===== config.mk =====
export PLATFORM = sky130hd
export DESIGN_NAME = uart_rx
export DESIGN_NICKNAME = d
export VERILOG_FILES = /design/src/rtl/uart_pkg.sv /design/src/rtl/uart_sync.sv /design/src/rtl/uart_rx.sv
export SDC_FILE = /design/constraint.sdc
export NUM_CORES = 1
export LEC_CHECK = 0
export CAP_MARGIN = 40
export CORE_UTILIZATION = 56
export DETAILED_ROUTE_END_ITERATION = 8
export MAX_ROUTING_LAYER = met4
export PLACE_DENSITY = 0.84
export SYNTH_ARGS = -nofsm -noshare
export SYNTH_HDL_FRONTEND = slang
export SYNTH_SLANG_ARGS = --single-unit

===== constraint.sdc =====
create_clock -name clk_i -period 4.1 [get_ports clk_i]
set_input_delay 0.82 -clock clk_i [delete_from_list [all_inputs] [get_ports clk_i]]
set_output_delay 0.82 -clock clk_i [all_outputs]
set_load 0.005 [all_outputs]

===== src/rtl/uart_pkg.sv =====
// Shared UART definitions: FSM states, data-bit-count encoding and divider width,
// common to uart_rx and uart_tx.
package uart_pkg;

  localparam int DIV_W = 16;

  typedef enum logic [2:0] {
    ST_IDLE,
    ST_START,
    ST_DATA,
    ST_PARITY,
    ST_STOP
  } uart_state_e;

  typedef enum logic [1:0] {
    BITS_5 = 2'd0,
    BITS_6 = 2'd1,
    BITS_7 = 2'd2,
    BITS_8 = 2'd3
  } uart_bits_e;

  // Index of the final data bit of a frame for a given bit-count encoding.
  function automatic logic [2:0] last_bit_idx(input logic [1:0] bits);
    logic [2:0] idx;
    case (uart_bits_e'(bits))
      BITS_5:  idx = 3'd4;
      BITS_6:  idx = 3'd5;
      BITS_7:  idx = 3'd6;
      default: idx = 3'd7;
    endcase
    return idx;
  endfunction

endpackage


===== src/rtl/uart_sync.sv =====
// Multi-flop synchronizer for an asynchronous serial line; resets to the idle
// (high) level so that reset release never looks like a start bit.
module uart_sync #(
  parameter int SYNC_STAGES = 2
) (
  input  logic clk_i,
  input  logic rstn_i,
  input  logic d_i,
  output logic q_o
);

  logic [SYNC_STAGES-1:0] sync_reg;

  always_ff @(posedge clk_i or negedge rstn_i) begin
    if (!rstn_i) begin
      sync_reg <= '1;
    end else begin
      sync_reg <= {sync_reg[SYNC_STAGES-2:0], d_i};
    end
  end

  assign q_o = sync_reg[SYNC_STAGES-1];

endmodule


===== src/rtl/uart_rx.sv =====
// UART receiver: mid-bit sampling, 5..8 data bits, optional even parity, 1 or 2
// stop bits, one-word holding register. Define UART_RX_FRAME_ERR_EN to flag low stop samples.
module uart_rx
  import uart_pkg::*;
#(
  parameter int SYNC_STAGES = 2
) (
  input  logic             clk_i,
  input  logic             rstn_i,
  input  logic             rx_i,
  input  logic             cfg_en_i,
  input  logic [DIV_W-1:0] cfg_div_i,
  input  logic             cfg_parity_en_i,
  input  logic [1:0]       cfg_bits_i,
  input  logic             cfg_stop_bits_i,
  output logic [7:0]       rx_data_o,
  output logic             rx_valid_o,
  input  logic             rx_ready_i,
  output logic             rx_err_o,
  output logic             overrun_o,
  output logic             busy_o
);

  uart_state_e state_reg, state_next;

  logic             rx_sync;
  logic             rx_prev_reg;
  logic [DIV_W-1:0] cnt_reg;
  logic [2:0]       bit_idx_reg;
  logic             stop_idx_reg;
  logic [7:0]       shift_reg;
  logic             parity_reg;
  logic             done_reg;
  logic [7:0]       word_reg;
  logic             word_err_reg;
  logic [7:0]       data_reg;
  logic             valid_reg;
  logic             err_reg;
  logic             overrun_reg;

  logic sample_point;
  logic last_data;
  logic last_stop;
  logic start_detect;
  logic sample_start;
  logic sample_data;
  logic sample_parity;
  logic sample_stop;
  logic frame_end;
  logic stop_err;

  uart_sync #(.SYNC_STAGES(SYNC_STAGES)) u_sync (
    .clk_i  (clk_i),
    .rstn_i (rstn_i),
    .d_i    (rx_i),
    .q_o    (rx_sync)
  );

  // Start bit is sampled half a bit in; every later bit a full period after that.
  always_comb begin
    sample_point = 1'b0;
    case (state_reg)
      ST_START:                    sample_point = (cnt_reg == {1'b0, cfg_div_i[DIV_W-1:1]});
      ST_DATA, ST_PARITY, ST_STOP: sample_point = (cnt_reg == cfg_div_i);
      default:                     sample_point = 1'b0;
    endcase
  end

  assign last_data = (bit_idx_reg == last_bit_idx(cfg_bits_i));
  assign last_stop = (stop_idx_reg == cfg_stop_bits_i);

  always_ff @(posedge clk_i or negedge rstn_i) begin
    if (!rstn_i) begin
      state_reg <= ST_IDLE;
    end else begin
      state_reg <= state_next;
    end
  end

  always_comb begin
    state_next = state_reg;
    if (!cfg_en_i) begin
      state_next = ST_IDLE;
    end else begin
      case (state_reg)
        ST_IDLE:   if (start_detect) state_next = ST_START;
        ST_START:  if (sample_start) state_next = rx_sync ? ST_IDLE : ST_DATA;
        ST_DATA:   if (sample_data && last_data) state_next = cfg_parity_en_i ? ST_PARITY : ST_STOP;
        ST_PARITY: if (sample_parity) state_next = ST_STOP;
        ST_STOP:   if (frame_end) state_next = ST_IDLE;
        default:   state_next = ST_IDLE;
      endcase
    end
  end

  always_comb begin
    busy_o        = (state_reg != ST_IDLE);
    start_detect  = cfg_en_i && (state_reg == ST_IDLE) && rx_prev_reg && !rx_sync;
    sample_start  = cfg_en_i && (state_reg == ST_START) && sample_point;
    sample_data   = cfg_en_i && (state_reg == ST_DATA) && sample_point;
    sample_parity = cfg_en_i && (state_reg == ST_PARITY) && sample_point;
    sample_stop   = cfg_en_i && (state_reg == ST_STOP) && sample_point;
    frame_end     = sample_stop && last_stop;
  end

`ifdef UART_RX_FRAME_ERR_EN
  logic ferr_reg;

  always_ff @(posedge clk_i or negedge rstn_i) begin
    if (!rstn_i) begin
      ferr_reg <= 1'b0;
    end else if (start_detect) begin
      ferr_reg <= 1'b0;
    end else if (sample_stop && !rx_sync) begin
      ferr_reg <= 1'b1;
    end
  end

  // Includes the sample being taken right now (the final stop bit).
  assign stop_err = ferr_reg | ~rx_sync;
`else
  assign stop_err = 1'b0;
`endif

  always_ff @(posedge clk_i or negedge rstn_i) begin
    if (!rstn_i) begin
      rx_prev_reg  <= 1'b1;
      cnt_reg      <= '0;
      bit_idx_reg  <= '0;
      stop_idx_reg <= 1'b0;
      shift_reg    <= '0;
      parity_reg   <= 1'b0;
      done_reg     <= 1'b0;
      word_reg     <= '0;
      word_err_reg <= 1'b0;
    end else begin
      rx_prev_reg <= rx_sync;
      done_reg    <= frame_end;
      cnt_reg     <= (state_reg == ST_IDLE || sample_point) ? '0 : cnt_reg + 1'b1;
      if (start_detect) begin
        shift_reg    <= '0;
        bit_idx_reg  <= '0;
        stop_idx_reg <= 1'b0;
        parity_reg   <= 1'b0;
      end
      if (sample_data) begin
        shift_reg[bit_idx_reg] <= rx_sync;
        parity_reg             <= parity_reg ^ rx_sync;
        bit_idx_reg            <= bit_idx_reg + 3'd1;
      end
      if (sample_parity) begin
        parity_reg <= parity_reg ^ rx_sync;
      end
      if (sample_stop) begin
        stop_idx_reg <= 1'b1;
      end
      if (frame_end) begin
        word_reg     <= shift_reg;
        word_err_reg <= (cfg_parity_en_i & parity_reg) | stop_err;
      end
    end
  end

  // Holding register: a completed frame loads unless an unconsumed word blocks it.
  always_ff @(posedge clk_i or negedge rstn_i) begin
    if (!rstn_i) begin
      data_reg    <= '0;
      valid_reg   <= 1'b0;
      err_reg     <= 1'b0;
      overrun_reg <= 1'b0;
    end else begin
      overrun_reg <= 1'b0;
      if (done_reg) begin
        if (valid_reg && !rx_ready_i) begin
          overrun_reg <= 1'b1;
        end else begin
          data_reg  <= word_reg;
          err_reg   <= word_err_reg;
          valid_reg <= 1'b1;
        end
      end else if (valid_reg && rx_ready_i) begin
        valid_reg <= 1'b0;
      end
    end
  end

  assign rx_data_o  = data_reg;
  assign rx_valid_o = valid_reg;
  assign rx_err_o   = err_reg;
  assign overrun_o  = overrun_reg;

endmodule


==> impl_metrics.env <==
export IMPL_status="finished clean"
export IMPL_synth_cell_area_um2=3179
export IMPL_critPathLaunchType="flip-flop"
export IMPL_highest_layer="met4"
export IMPL_die_y_um=77.35
export IMPL_core_um2=5473
export IMPL_synth_ff_type="dfrtp_1"
export IMPL_ant_nets=0
export IMPL_drtIter0Drc=169
export IMPL_cp_arrival_ps=3730
export IMPL_cts_sinks=56
export IMPL_io_buffers=36
export IMPL_r2r_start="state_reg[1]"
export IMPL_design_area_um2=3671
export IMPL_grt_pass1_wl_mm=11.27
export IMPL_setup_viol=0
export IMPL_ys_seq_elements=56
export IMPL_clk_pin_slew_ps=110
export IMPL_die_w_um=77.35
export IMPL_slew_headroom_pct=51.39
export IMPL_worstPathRequired_ps=4310
export IMPL_layout_commonest_cell="dfrtp_1"
export IMPL_cts_tree="yes"
export IMPL_yosys_warnings=0
export IMPL_path_class="reg2reg"
export IMPL_avgViaCountPerCell=5.993
export IMPL_hold_viol_final=0
export IMPL_grt_start_max_net_pins=57
export IMPL_syn_inst=322
export IMPL_finalCriticalPeriod_ps=3526
export IMPL_hold_end="u_sync.sync_reg[1]"
export IMPL_num_vias=2541
export IMPL_endpoint_kind="flip-flop"
export IMPL_powerDensity_nw_per_um2=389.1
export IMPL_final_max_slew_violation_count=0
export IMPL_grtUsageTotal_pct=24.54
export IMPL_rsz0062_at_grt="no"
export IMPL_dp_cells=416
export IMPL_synth_seq_area_share_pct=44.20
export IMPL_final_cell_mix="53 x dfrtp_1, 35 x clkdlybuf4s50_1, 22 x nand2_1, 22 x a21oi_1, 20 x nand3_1"
export IMPL_syn_avg_cell_area_um2=9.874
export IMPL_stdcell_count=424
export IMPL_cp_max_fo=23
export IMPL_r2r_slack_ps=570
export IMPL_h_tree_depth=2
export IMPL_final_nets=378
export IMPL_drt_wl_total_mm=6.825
export IMPL_reg2reg_depth=8
export IMPL_ioPinCount=37
export IMPL_num_rows=27
export IMPL_wl_per_cell_um=16.10
export IMPL_cts_hold_repair_buffers=0
export IMPL_async_reset_ff_share_pct=100.0
export IMPL_cts_made_buffers=5
export IMPL_start_util_pct=58.09
export IMPL_min_delay_path_depth=0
export IMPL_gp_congestion=0.8820
export IMPL_wl_met1_mm=3.090
export IMPL_drive_above_1_share_pct=11.93
export IMPL_synth_edf_count=0
export IMPL_cts_root_buf="clkbuf_8"
export IMPL_r2r_end="word_reg[1]"
export IMPL_diodes=0
export IMPL_cts_resized=0
export IMPL_cts_setup_buffers=0
export IMPL_clock_skew_ps=8.087
export IMPL_tightest_slew_ps=726.5
export IMPL_clk_latency_ps=320
export IMPL_hold_slack_ps=361.5
export IMPL_final_core_util_pct=67.08
export IMPL_grt_pass1_vias=2263
export IMPL_min_path_type="reg2reg"
export IMPL_fmax_mhz=283.6
export IMPL_dpl_cell_area_um2=3575
export IMPL_wl_met3_um=333
export IMPL_synth_cell_types=57
export IMPL_drc=0
export IMPL_fin_setup_tns_ps=0
export IMPL_dieArea_um2=5982
export IMPL_dpl_hpwl_mm=4.810
export IMPL_hp_start="u_sync.sync_reg[0]"
export IMPL_leakage_nw=1.610
export IMPL_wl_met2_mm=3.294
export IMPL_antenna_found_initial=0
export IMPL_ir_drop_uv=284.1
export IMPL_cts_buffer_depth=2
export IMPL_finalCritPeriodShare_pct=85.99
export IMPL_grt_overflow=0
export IMPL_first_pass_iters=4
export IMPL_drv_cap=0
export IMPL_largest_reg_flops=16
export IMPL_area_growth_pct=15.47
export IMPL_syn_nets=349
==> final cells by class <==
type                       instances  area, µm²
timing repair buffer              41      392.9
fill                             441       1802
clock buffer                       5      68.82
multi-input combinational        241       1664
inverter                           6      22.52
sequential                        56       1405
tap                               72      90.09
clock inverter                     3      27.53
==> worst max-delay path by stage <==
stage	startpoint	to	depth (start not counted)
after global routing	state_reg[1]	word_reg[3]	8
final	state_reg[1]	word_reg[1]	8
after floorplan	state_reg[0]	word_reg[0]	9
after global placement	cfg_div_i[3]	word_reg[3]	8
after CTS	state_reg[1]	word_reg[1]	8
after detailed placement	cfg_div_i[3]	word_reg[1]	8
==> metrics by stage <==
stage | power (mW) | worst slack, ps
after global routing | 1.512 | 332.9
after detailed placement | 1.111 | 599.5
after CTS | 1.432 | 617.6
after floorplan | 0.9829 | 1106
final | 1.428 | 574.3
after global placement | 1.099 | 674.1
==> power by group <==
group	internal, mW	total, mW	switching (mW)
combinational	0.198	0.488	0.289
clock	0.126	0.319	0.193
sequential	0.574	0.621	0.0476
total	0.898	1.43	0.530
==> cell usage after synthesis (all sizes together) (6+ instances only) <==
cell	instances	area, µm²
xnor2	9	78.83
nor3	9	45.04
nand2	22	82.58
a21oi	23	118.9
xor2	9	78.83
or3	6	37.54
clkbuf	14	52.55
o21ai	18	90.09
mux2i	11	110.1
nor2	11	41.29
nand3	20	100.1
and3	19	118.9
a21boi	10	75.07
nand4	8	56.30
nor4	6	58.80
dfrtp	53	1326
mux2	16	210.2
==> worst max-delay path, stage by stage (launching register included) <==
cell and delay (ps):
dfrtp_1 600, nand2b_1 490, and3_1 370, or3_1 300, a211oi_1 360, nand4_2 390, nor4_4 340, buf_4 250
mux2_4 320
==> cells by family after synthesis <==
family / after synthesis / synth area share, %
adders and majority gates: 2 / 0.7870
AOI/OAI and AO/OA: 70 / 13.74
xor gates and xnor gates: 18 / 4.959
and+or+nand+nor: 124 / 22.79
DFF: 56 / 44.20
muxes: 27 / 10.08
buffers and inverters: 25 / 3.463
==> routing by layer <==
layer  up-vias  GRT usage, %
met5         -             -
li1       1227             -
met1      1230         34.44
met4         0         6.981
met3        13         3.412
met2        71         37.35
(Power assumes the default switching activity.)
